### config.mk
export PLATFORM = sky130hd
export DESIGN_NAME = e203_exu_wbck_arb
export DESIGN_NICKNAME = d
export VERILOG_FILES = /design/src/rtl/e203_exu_wbck_arb.sv
export SDC_FILE = /design/constraint.sdc
export NUM_CORES = 1
export LEC_CHECK = 0
export BUFFER_PORTS_ARGS = -buffer_cell sky130_fd_sc_hd__buf_2
export CELL_PAD_IN_SITES_DETAIL_PLACEMENT = 0
export CELL_PAD_IN_SITES_GLOBAL_PLACEMENT = 1
export CORE_MARGIN = 2
export CORE_UTILIZATION = 25
export CTS_CLUSTER_SIZE = 10
export DETAILED_ROUTE_END_ITERATION = 8
export PLACE_DENSITY_LB_ADDON = 0.25
export SLEW_MARGIN = 20
export SYNTH_ARGS = -nofsm -noshare
export SYNTH_HDL_FRONTEND = slang
export SYNTH_SLANG_ARGS = --single-unit
export TNS_END_PERCENT = 10
### constraint.sdc
create_clock -name clk -period 7.5 [get_ports clk]
set_input_delay 0.375 -clock clk [delete_from_list [all_inputs] [get_ports clk]]
set_output_delay 0.375 -clock clk [all_outputs]
set_load 0.01 [all_outputs]
### src/rtl/e203_exu_wbck_arb.sv
// Write-back arbiter: merges ALU results with FIFO-buffered long-pipe returns into one
// registered register-file write port, and exports a pending-destination bitmap.
module e203_exu_wbck_arb #(
    parameter int unsigned XLEN      = 32,
    parameter int unsigned RFIDX_W   = 5,
    parameter int unsigned RFREG_NUM = 32,
    parameter int unsigned LP_DEPTH  = 2
) (
    input  logic                          clk,
    input  logic                          rst,
    input  logic                          alu_wbck_i_valid,
    output logic                          alu_wbck_i_ready,
    input  logic [RFIDX_W-1:0]            alu_wbck_i_idx,
    input  logic [XLEN-1:0]               alu_wbck_i_wdat,
    input  logic                          longp_wbck_i_valid,
    output logic                          longp_wbck_i_ready,
    input  logic [RFIDX_W-1:0]            longp_wbck_i_idx,
    input  logic [XLEN-1:0]               longp_wbck_i_wdat,
    output logic                          wbck_dest_wen1,
    output logic [RFIDX_W-1:0]            wbck_dest_idx1,
    output logic [XLEN-1:0]               wbck_dest_dat1,
    output logic [RFREG_NUM-1:0]          longp_pend_vec,
    output logic [$clog2(LP_DEPTH):0]     longp_cnt
);

    localparam int unsigned PTR_W = $clog2(LP_DEPTH);
    localparam int unsigned CNT_W = PTR_W + 1;

    logic [RFIDX_W-1:0] lp_idx_q [LP_DEPTH];
    logic [RFIDX_W-1:0] lp_idx_d [LP_DEPTH];
    logic [XLEN-1:0]    lp_dat_q [LP_DEPTH];
    logic [XLEN-1:0]    lp_dat_d [LP_DEPTH];
    logic [LP_DEPTH-1:0] lp_vld_q, lp_vld_d;
    logic [PTR_W-1:0]   wptr_q, wptr_d, rptr_q, rptr_d;
    logic [CNT_W-1:0]   cnt_q, cnt_d;

    logic               wen1_q, wen1_d;
    logic [RFIDX_W-1:0] idx1_q, idx1_d;
    logic [XLEN-1:0]    dat1_q, dat1_d;

    logic               full, empty, push, pop, alu_fire;
    logic [RFIDX_W-1:0] sel_idx;
    logic [XLEN-1:0]    sel_dat;

    always_comb begin
        empty    = (cnt_q == '0);
        full     = (cnt_q == CNT_W'(LP_DEPTH));
        push     = longp_wbck_i_valid & ~full;
        // Long-pipe has strict priority: any FIFO entry stalls the ALU.
        pop      = ~empty;
        alu_fire = alu_wbck_i_valid & empty;
    end

    always_comb begin
        lp_idx_d = lp_idx_q;
        lp_dat_d = lp_dat_q;
        lp_vld_d = lp_vld_q;
        wptr_d   = wptr_q;
        rptr_d   = rptr_q;
        cnt_d    = cnt_q + CNT_W'(push) - CNT_W'(pop);
        if (pop) begin
            lp_vld_d[rptr_q] = 1'b0;
            rptr_d           = rptr_q + 1'b1;
        end
        if (push) begin
            lp_vld_d[wptr_q] = 1'b1;
            lp_idx_d[wptr_q] = longp_wbck_i_idx;
            lp_dat_d[wptr_q] = longp_wbck_i_wdat;
            wptr_d           = wptr_q + 1'b1;
        end
    end

    always_comb begin
        sel_idx = pop ? lp_idx_q[rptr_q] : alu_wbck_i_idx;
        sel_dat = pop ? lp_dat_q[rptr_q] : alu_wbck_i_wdat;
        wen1_d  = 1'b0;
        idx1_d  = idx1_q;
        dat1_d  = dat1_q;
        if (pop | alu_fire) begin
            wen1_d = (sel_idx != '0);
            idx1_d = sel_idx;
            dat1_d = sel_dat;
        end
    end

    always_ff @(posedge clk or posedge rst) begin
        if (rst) begin
            for (int unsigned i = 0; i < LP_DEPTH; i++) begin
                lp_idx_q[i] <= '0;
                lp_dat_q[i] <= '0;
            end
            lp_vld_q <= '0;
            wptr_q   <= '0;
            rptr_q   <= '0;
            cnt_q    <= '0;
            wen1_q   <= 1'b0;
            idx1_q   <= '0;
            dat1_q   <= '0;
        end else begin
            lp_idx_q <= lp_idx_d;
            lp_dat_q <= lp_dat_d;
            lp_vld_q <= lp_vld_d;
            wptr_q   <= wptr_d;
            rptr_q   <= rptr_d;
            cnt_q    <= cnt_d;
            wen1_q   <= wen1_d;
            idx1_q   <= idx1_d;
            dat1_q   <= dat1_d;
        end
    end

    always_comb begin
        longp_pend_vec = '0;
        for (int unsigned i = 0; i < LP_DEPTH; i++) begin
            if (lp_vld_q[i]) begin
                longp_pend_vec[lp_idx_q[i]] = 1'b1;
            end
        end
        longp_pend_vec[0] = 1'b0;
    end

    assign alu_wbck_i_ready   = empty;
    assign longp_wbck_i_ready = ~full;
    assign longp_cnt          = cnt_q;
    assign wbck_dest_wen1     = wen1_q;
    assign wbck_dest_idx1     = idx1_q;
    assign wbck_dest_dat1     = dat1_q;

endmodule

==> qor.tcl, run 1 <==
set qor(cts_tree) {yes}
set qor(post_drt_via_cell_ratio) 4.66
set qor(core_region_area_um2) 22400
set qor(post_layout_net_count) 670
set qor(netlist_area_um2) 5660
set qor(holdCritPathClass) {primary input to asynchronous set/reset pin}
set qor(num_io_pins) 152
set qor(synthCells) 456
set qor(status) {complete, no violations}
set qor(yosysWarningCount) 0
set qor(final_antenna_violating_net_count) 0
set qor(die-area_um2) 23900
set qor(final.hold.worst_slack_ps) 88.5
set qor(max-vdd-ir-drop_v) 0.000128
set qor(post_route_cells_drive_above_1_share_pct) 44.3
set qor(critical_path.max_fanout) 73
set qor(final.setup.tns_ps) 0
set qor(fin_crit_sh_pct) 33.0
set qor(seqCellArea_um2) 2950
set qor(clock-skew-final_ps) 9.47
set qor(power_density_nw_per_um2) 405
set qor(placement_rows) 55
set qor(cts_root_buf) {clkbuf_16}
set qor(async_reset_ff_share_pct) 100
set qor(area_growth_pct) 25.3
set qor(synthFlopType) {dfrtp_1}
set qor(synth_top_cells_by_count) {dfrtp_1 (118), mux2_2 (56), a21oi_1 (37), mux2i_1 (37)}
set qor(worstMarginPinSlew_ps) 786
set qor(synthDominantAreaCellType) {dfrtp_1}
set qor(initial_utilization_pct) 25.2
set qor(final_design_area_no_fill_um2) 7100
set qor(clkSinkCount) 118
set qor(drc) 0
set qor(cts_setup_buffers) 0
set qor(synthMostInstantiatedCell) {dfrtp_1}
set qor(drt-pass1-iter-count) 4
set qor(cts-buffers-inserted) 17
set qor(synth-seq-area-share_pct) 52.2
set qor(synth.lib_cells_used.distinct) 35
set qor(cellLeakagePower_nw) 3.19
set qor(cts_hold_buf) 0
set qor(crit_type) {flop to primary output}
set qor(global_route.usage.met3_pct) 3.50
set qor(cp.required_ps) 7120
set qor(finalCriticalPeriod_ps) 2480
set qor(gr-usage-all-layers_pct) 12.5
set qor(hold_viol_final) 0
set qor(number_of_flops_mapped_to_enable_cells_by_yosys) 0
set qor(yosysTopAreaCellShare_pct) 52.2
set qor(achievable-frequency_ghz) 0.404
set qor(dpl.hpwl_mm) 9.85
set qor(fill_cells) 2286
set qor(synthTopCellsByArea) {dfrtp_1 (52%), mux2_2 (11%), mux2i_1 (6.5%)}
set qor(globalplace.congestion) 0.725
set qor(postPlaceCellArea_um2) 6570
set qor(grt_max_degree) 74
set qor(layout.cells.non_filler) 887
set qor(chipHeight_um) 154
set qor(vias_in_the_first_global_route) 4323
set qor(finalWirelength_mm) 14.5
set qor(global_route.usage.met1_pct) 14.7
set qor(maxSlewViolCount) 0
set qor(place.detailed.instances) 858
set qor(groute.layer.met2.usage_pct) 21.6
set qor(grt_setup_unrepaired) {no}
set qor(yosys_register_bits) 118
set qor(maximum_clock_insertion_buffer_count) 2
set qor(worst-endpoint-arrival_ps) 2100
set qor(synthesis.nets) 534
set qor(clkLatencyLatePin_ps) 410
set qor(multi_input_comb_area_um2) 2470
set qor(grt_antenna_before_repair) 1
set qor(h-tree-depth) 4
set qor(grt.busiest_layer) {met2}
set qor(crit_start_category) {flop}
set qor(chipWidth_um) 154
set qor(cts_resized) 0
set qor(gr-total-overflow) 0
set qor(port_buffers) 150
set qor(routed-via-count) 4130
set qor(routed_wire_length_per_instance_um) 16.4
set qor(slew_headroom_pct) 47.6
set qor(worstSetupEndpointType) {primary output}
set qor(max-cap-violations) 0
set qor(clk_pin_slew_ps) 50
set qor(post_synth.cell_area_avg_um2) 12.4
set qor(report.final.setup_viol) 0
set qor(wire_length_of_the_first_global_routing_pass_mm) 23.3
set qor(detailedRoute.firstIterationViolations) 173
==> path summary, 6_finish.rpt <==
path	start	to	slack, ps	cells past startpoint
worst max-delay path	longp_cnt[1]	alu_wbck_i_ready	5020	3
worst min-delay path	rst	wbck_dest_dat1[20]	90	2
worst max register to register	longp_cnt[1]	wbck_dest_wen1	5490	5
worst min register to register	lp_dat_q[51]	lp_dat_q[51]	480	1
max in group asynchronous	rst	rptr_q	6110	3
min in group clk	longp_wbck_i_wdat[19]	lp_dat_q[51]	200	2
==> stage by stage <==
| step | utilization [%] | worst slack (ps) | power [mW] |
|---|---|---|---|
| finish | 31.6 | 5020 | 2.87 |
| global route | 31.6 | 4860 | 3.07 |
| CTS | 31.6 | 4970 | 2.91 |
| detailed placement | 29.3 | 5410 | 2.17 |
| global placement | 29.3 | 5470 | 2.14 |
| floorplan | - | 4000 | 1.87 |
==> flip-flops by register name, summed over array words and instances (netlist names) <==
register,flops
wptr_q,1
wbck_dest_wen1,1
lp_dat_q,64
lp_vld_q,2
wbck_dest_idx1,5
lp_idx_q,10
longp_cnt,2
wbck_dest_dat1,32
rptr_q,1
==> cell families after synthesis <==
| group | synth area share (%) |
|---|---|
| and+or+nand+nor | 8.88 |
| muxes | 22.9 |
| AOI/OAI and AO/OA | 11.5 |
| DFF | 52.2 |
| xor gates and xnor gates | 0.309 |
| buffers and inverters | 4.13 |
| other | 0.0662 |
==> worst max-delay path, cell delays in order, from the launching register on <==
cell and delay [ps]:
dfrtp_1 440, or2_1 360, inv_4 620, buf_2 260
==> cell type report <==
| class | instances | area share (%) |
|---|---|---|
| clock buffers | 23 | 6.59 |
| diodes | 1 | 0.0353 |
| repair buffers | 153 | 10.9 |
| multi-input cells | 300 | 34.9 |
| clock inverters | 5 | 0.740 |
| inverters | 2 | 0.176 |
| flip-flops and latches | 118 | 41.6 |
| well taps | 285 | 5.02 |
==> routing by layer <==
metal	share of wire, %	up-vias
li1	-	1948
met1	43	2048
met2	51	110
met3	4.5	22
met4	1.5	2
met5	0.076	-
==> power by group <==
part / leakage, nW / internal [mW] / switching [mW] / total (mW)
logic: 1.56 / 0.512 / 0.487 / 0.999
clock network: 0.255 / 0.463 / 0.263 / 0.726
registers: 1.37 / 0.936 / 0.211 / 1.15
total: 3.19 / 1.91 / 0.962 / 2.87
==> placed cells by master (no fill, tap or decap), types with 2 or more instances in the layout <==
cell	count
a211oi_1	32
buf_4	4
buf_2	149
o22ai_1	31
or3_1	2
a21oi_1	37
clkbuf_8	2
nor3_1	2
inv_4	2
nand3b_1	10
clkinv_2	3
clkbuf_16	17
nand2_1	8
nand3_1	4
mux2_4	19
dfrtp_1	117
xnor2_1	2
or3b_2	6
clkbuf_1	4
mux2_2	56
nor2b_1	32
o21ai_0	5
nor2_1	6
mux2i_1	37
Note: power is estimated with default switching activity, not from simulation.
==> run 2, diff against run 1 <==
- clock period: 7.5 -> 2.5 ns (I/O delays scaled with it)
==> qor.tcl, run 2 (synthesized netlist as in run 1, its figures left out) <==
set qor(status) {complete, no violations}
set qor(final_antenna_violating_net_count) 0 ;# unchanged
set qor(achievable-frequency_ghz) 0.508
set qor(grt_setup_unrepaired) {no}
set qor(initial_utilization_pct) 25.2 ;# unchanged
set qor(largest_register_ff_count) 64 ;# unchanged
set qor(cp.required_ps) 2380 ;# -4740 ps
set qor(wire_length_of_the_first_global_routing_pass_mm) 23.2 ;# -0.27%
set qor(regToRegSetupSlack_ps) 600 ;# -4890 ps
set qor(die-area_um2) 23900 ;# unchanged
set qor(max-vdd-ir-drop_v) 0.000397 ;# +210%
set qor(cts-buffers-inserted) 17 ;# unchanged
set qor(crit_type) {flop to primary output}
set qor(final.hold.worst_slack_ps) 16.6 ;# -71.9 ps
set qor(r2r.worst_path.cells) 4 ;# -1
set qor(clk_pin_slew_ps) 50 ;# about the same
set qor(max-cap-violations) 0 ;# unchanged
set qor(worst-endpoint-arrival_ps) 1850 ;# -250 ps
set qor(routed_wire_length_per_instance_um) 15.5 ;# -5.7%
set qor(report.final.setup_viol) 0 ;# unchanged
set qor(finalWirelength_mm) 14.5 ;# about the same
set qor(port_buffers) 150 ;# unchanged
set qor(globalplace.congestion) 0.752 ;# +3.6%
set qor(num_io_pins) 152 ;# unchanged
set qor(h-tree-depth) 4 ;# unchanged
set qor(maximum_clock_insertion_buffer_count) 2 ;# unchanged
set qor(post_route_cells_drive_above_1_share_pct) 41.8 ;# -2.5 points
set qor(post_drt_via_cell_ratio) 4.54 ;# -2.5%
set qor(power_density_nw_per_um2) 1160 ;# +190%
set qor(detailedRoute.firstIterationViolations) 191 ;# +10%
set qor(maxSlewViolCount) 0 ;# unchanged
set qor(place.detailed.instances) 861 ;# +0.35%
set qor(holdCritStartpoint) {alu_wbck_i_wdat[5]}
set qor(slew_headroom_pct) 54.6 ;# +6.9 points
set qor(layout.cells.non_filler) 941 ;# +6.1%
set qor(placement_rows) 55 ;# unchanged
set qor(vias_in_the_first_global_route) 4384 ;# +1.4%
set qor(number_of_stages_on_the_worst_hold_path) 3
set qor(largest-register) {lp_dat_q}
set qor(final_cell_mix) {buf_2 (150), dfrtp_1 (117), mux2_2 (56)}
set qor(cts_setup_buffers) 0 ;# unchanged
set qor(hold_viol_final) 0 ;# unchanged
set qor(worstMarginPinSlew_ps) 682 ;# -104 ps
set qor(total_inserted_antenna_cells) 0 ;# -1
set qor(area_growth_pct) 36.4
set qor(fin_crit_sh_pct) 78.8
set qor(min_delay_worst_endpoint) {wbck_dest_dat1[5]}
set qor(clkLatencyLatePin_ps) 420 ;# about the same
set qor(worstSetupEndpointType) {primary output}
set qor(cellLeakagePower_nw) 3.44 ;# +8.0%
set qor(worst_r2r_endpoint) {lp_dat_q[9]}
set qor(dpl.hpwl_mm) 9.96 ;# +1.1%
set qor(drc) 0 ;# unchanged
set qor(gr-total-overflow) 0 ;# unchanged
set qor(critical_path.max_fanout) 40 ;# -45%
set qor(grt_max_degree) 119 ;# +61%
set qor(core_region_area_um2) 22400 ;# unchanged
set qor(routed-via-count) 4274 ;# +3.5%
set qor(cts_root_buf) {clkbuf_16}
set qor(final.setup.tns_ps) 0 ;# unchanged
set qor(chipWidth_um) 154 ;# unchanged
set qor(clkSinkCount) 118 ;# unchanged
set qor(post_layout_net_count) 721 ;# +7.6%
set qor(layout.cells.most_common) {buf_2}
set qor(grt_antenna_before_repair) 0 ;# -1
set qor(finalCriticalPeriod_ps) 1970
set qor(gr-usage-all-layers_pct) 12.5 ;# +0.037 points
set qor(worst_r2r_startpoint) {longp_cnt[0]}
set qor(cts_tree) {yes}
set qor(drt-pass1-iter-count) 4 ;# unchanged
set qor(chipHeight_um) 154 ;# unchanged
set qor(holdCritPathClass) {primary input to flop}
set qor(clock-skew-final_ps) 6.88 ;# -2.58 ps
set qor(crit_start_category) {flop}
## run 2: layer usage
metal | vias up | track usage (%) | share of wire, %
li1 | 2044 | - | -
met1 | 2105 | 15.3 | 44
met2 | 100 | 20.6 | 49
met3 | 25 | 3.19 | 3.9
met4 | 0 | 5.86 | 2.6
met5 | - | 0 | 0
## run 2: worst max-delay path: stages (launching register included)
cell	delay [ps]
dfrtp_1	440
or2_1	360
inv_4	400
buf_2	220
## run 2: metrics by stage
stage          area, um^2  total power [mW]  util, %  setup WS [ps]
3_5_place_dp         6660              6.56     29.7            562
3_3_place_gp         6660              6.47     29.7            609
4_1_cts              7720              9.08     34.4            474
5_1_grt              7720              9.57     34.4            406
2_1_floorplan        5670              5.61        -            934
6_report             7720              8.95     34.4            530
## run 2: final cells by class
type / count / area, um^2
Clock buffer: 22 / 464
Multi-Input combinational cell: 300 / 2470
Timing Repair Buffer: 204 / 1340
Clock inverter: 10 / 123
Tap cell: 285 / 357
Inverter: 2 / 13.8
Fill cell: 2260 / 14700
Sequential cell: 118 / 2950
## run 2: worst max path at each step
stage | slack, ps | from | cells after the start | to
CTS | 470 | longp_cnt[1] | 3 | alu_wbck_i_ready
global route | 410 | longp_cnt[1] | 3 | alu_wbck_i_ready
finish | 530 | longp_cnt[1] | 3 | alu_wbck_i_ready
floorplan | 930 | rst | 1 | longp_cnt[0]
detailed placement | 560 | longp_cnt[0] | 4 | lp_dat_q[3]
global placement | 610 | longp_cnt[0] | 4 | lp_dat_q[10]
## run 2: what timing repair did
item                                   in CTS  in global routing
hold buffers                               48                  0
setup endpoints to repair                   0                  0
endpoints found under the hold margin     202                  0
resized for setup                           0                  0
## run 2: power breakdown
| part | switching (mW) | internal [mW] | leakage, nW |
|---|---|---|---|
| sequential | 0.660 | 2.80 | 1.37 |
| combinational | 1.44 | 1.64 | 1.80 |
| clock | 0.888 | 1.52 | 0.277 |
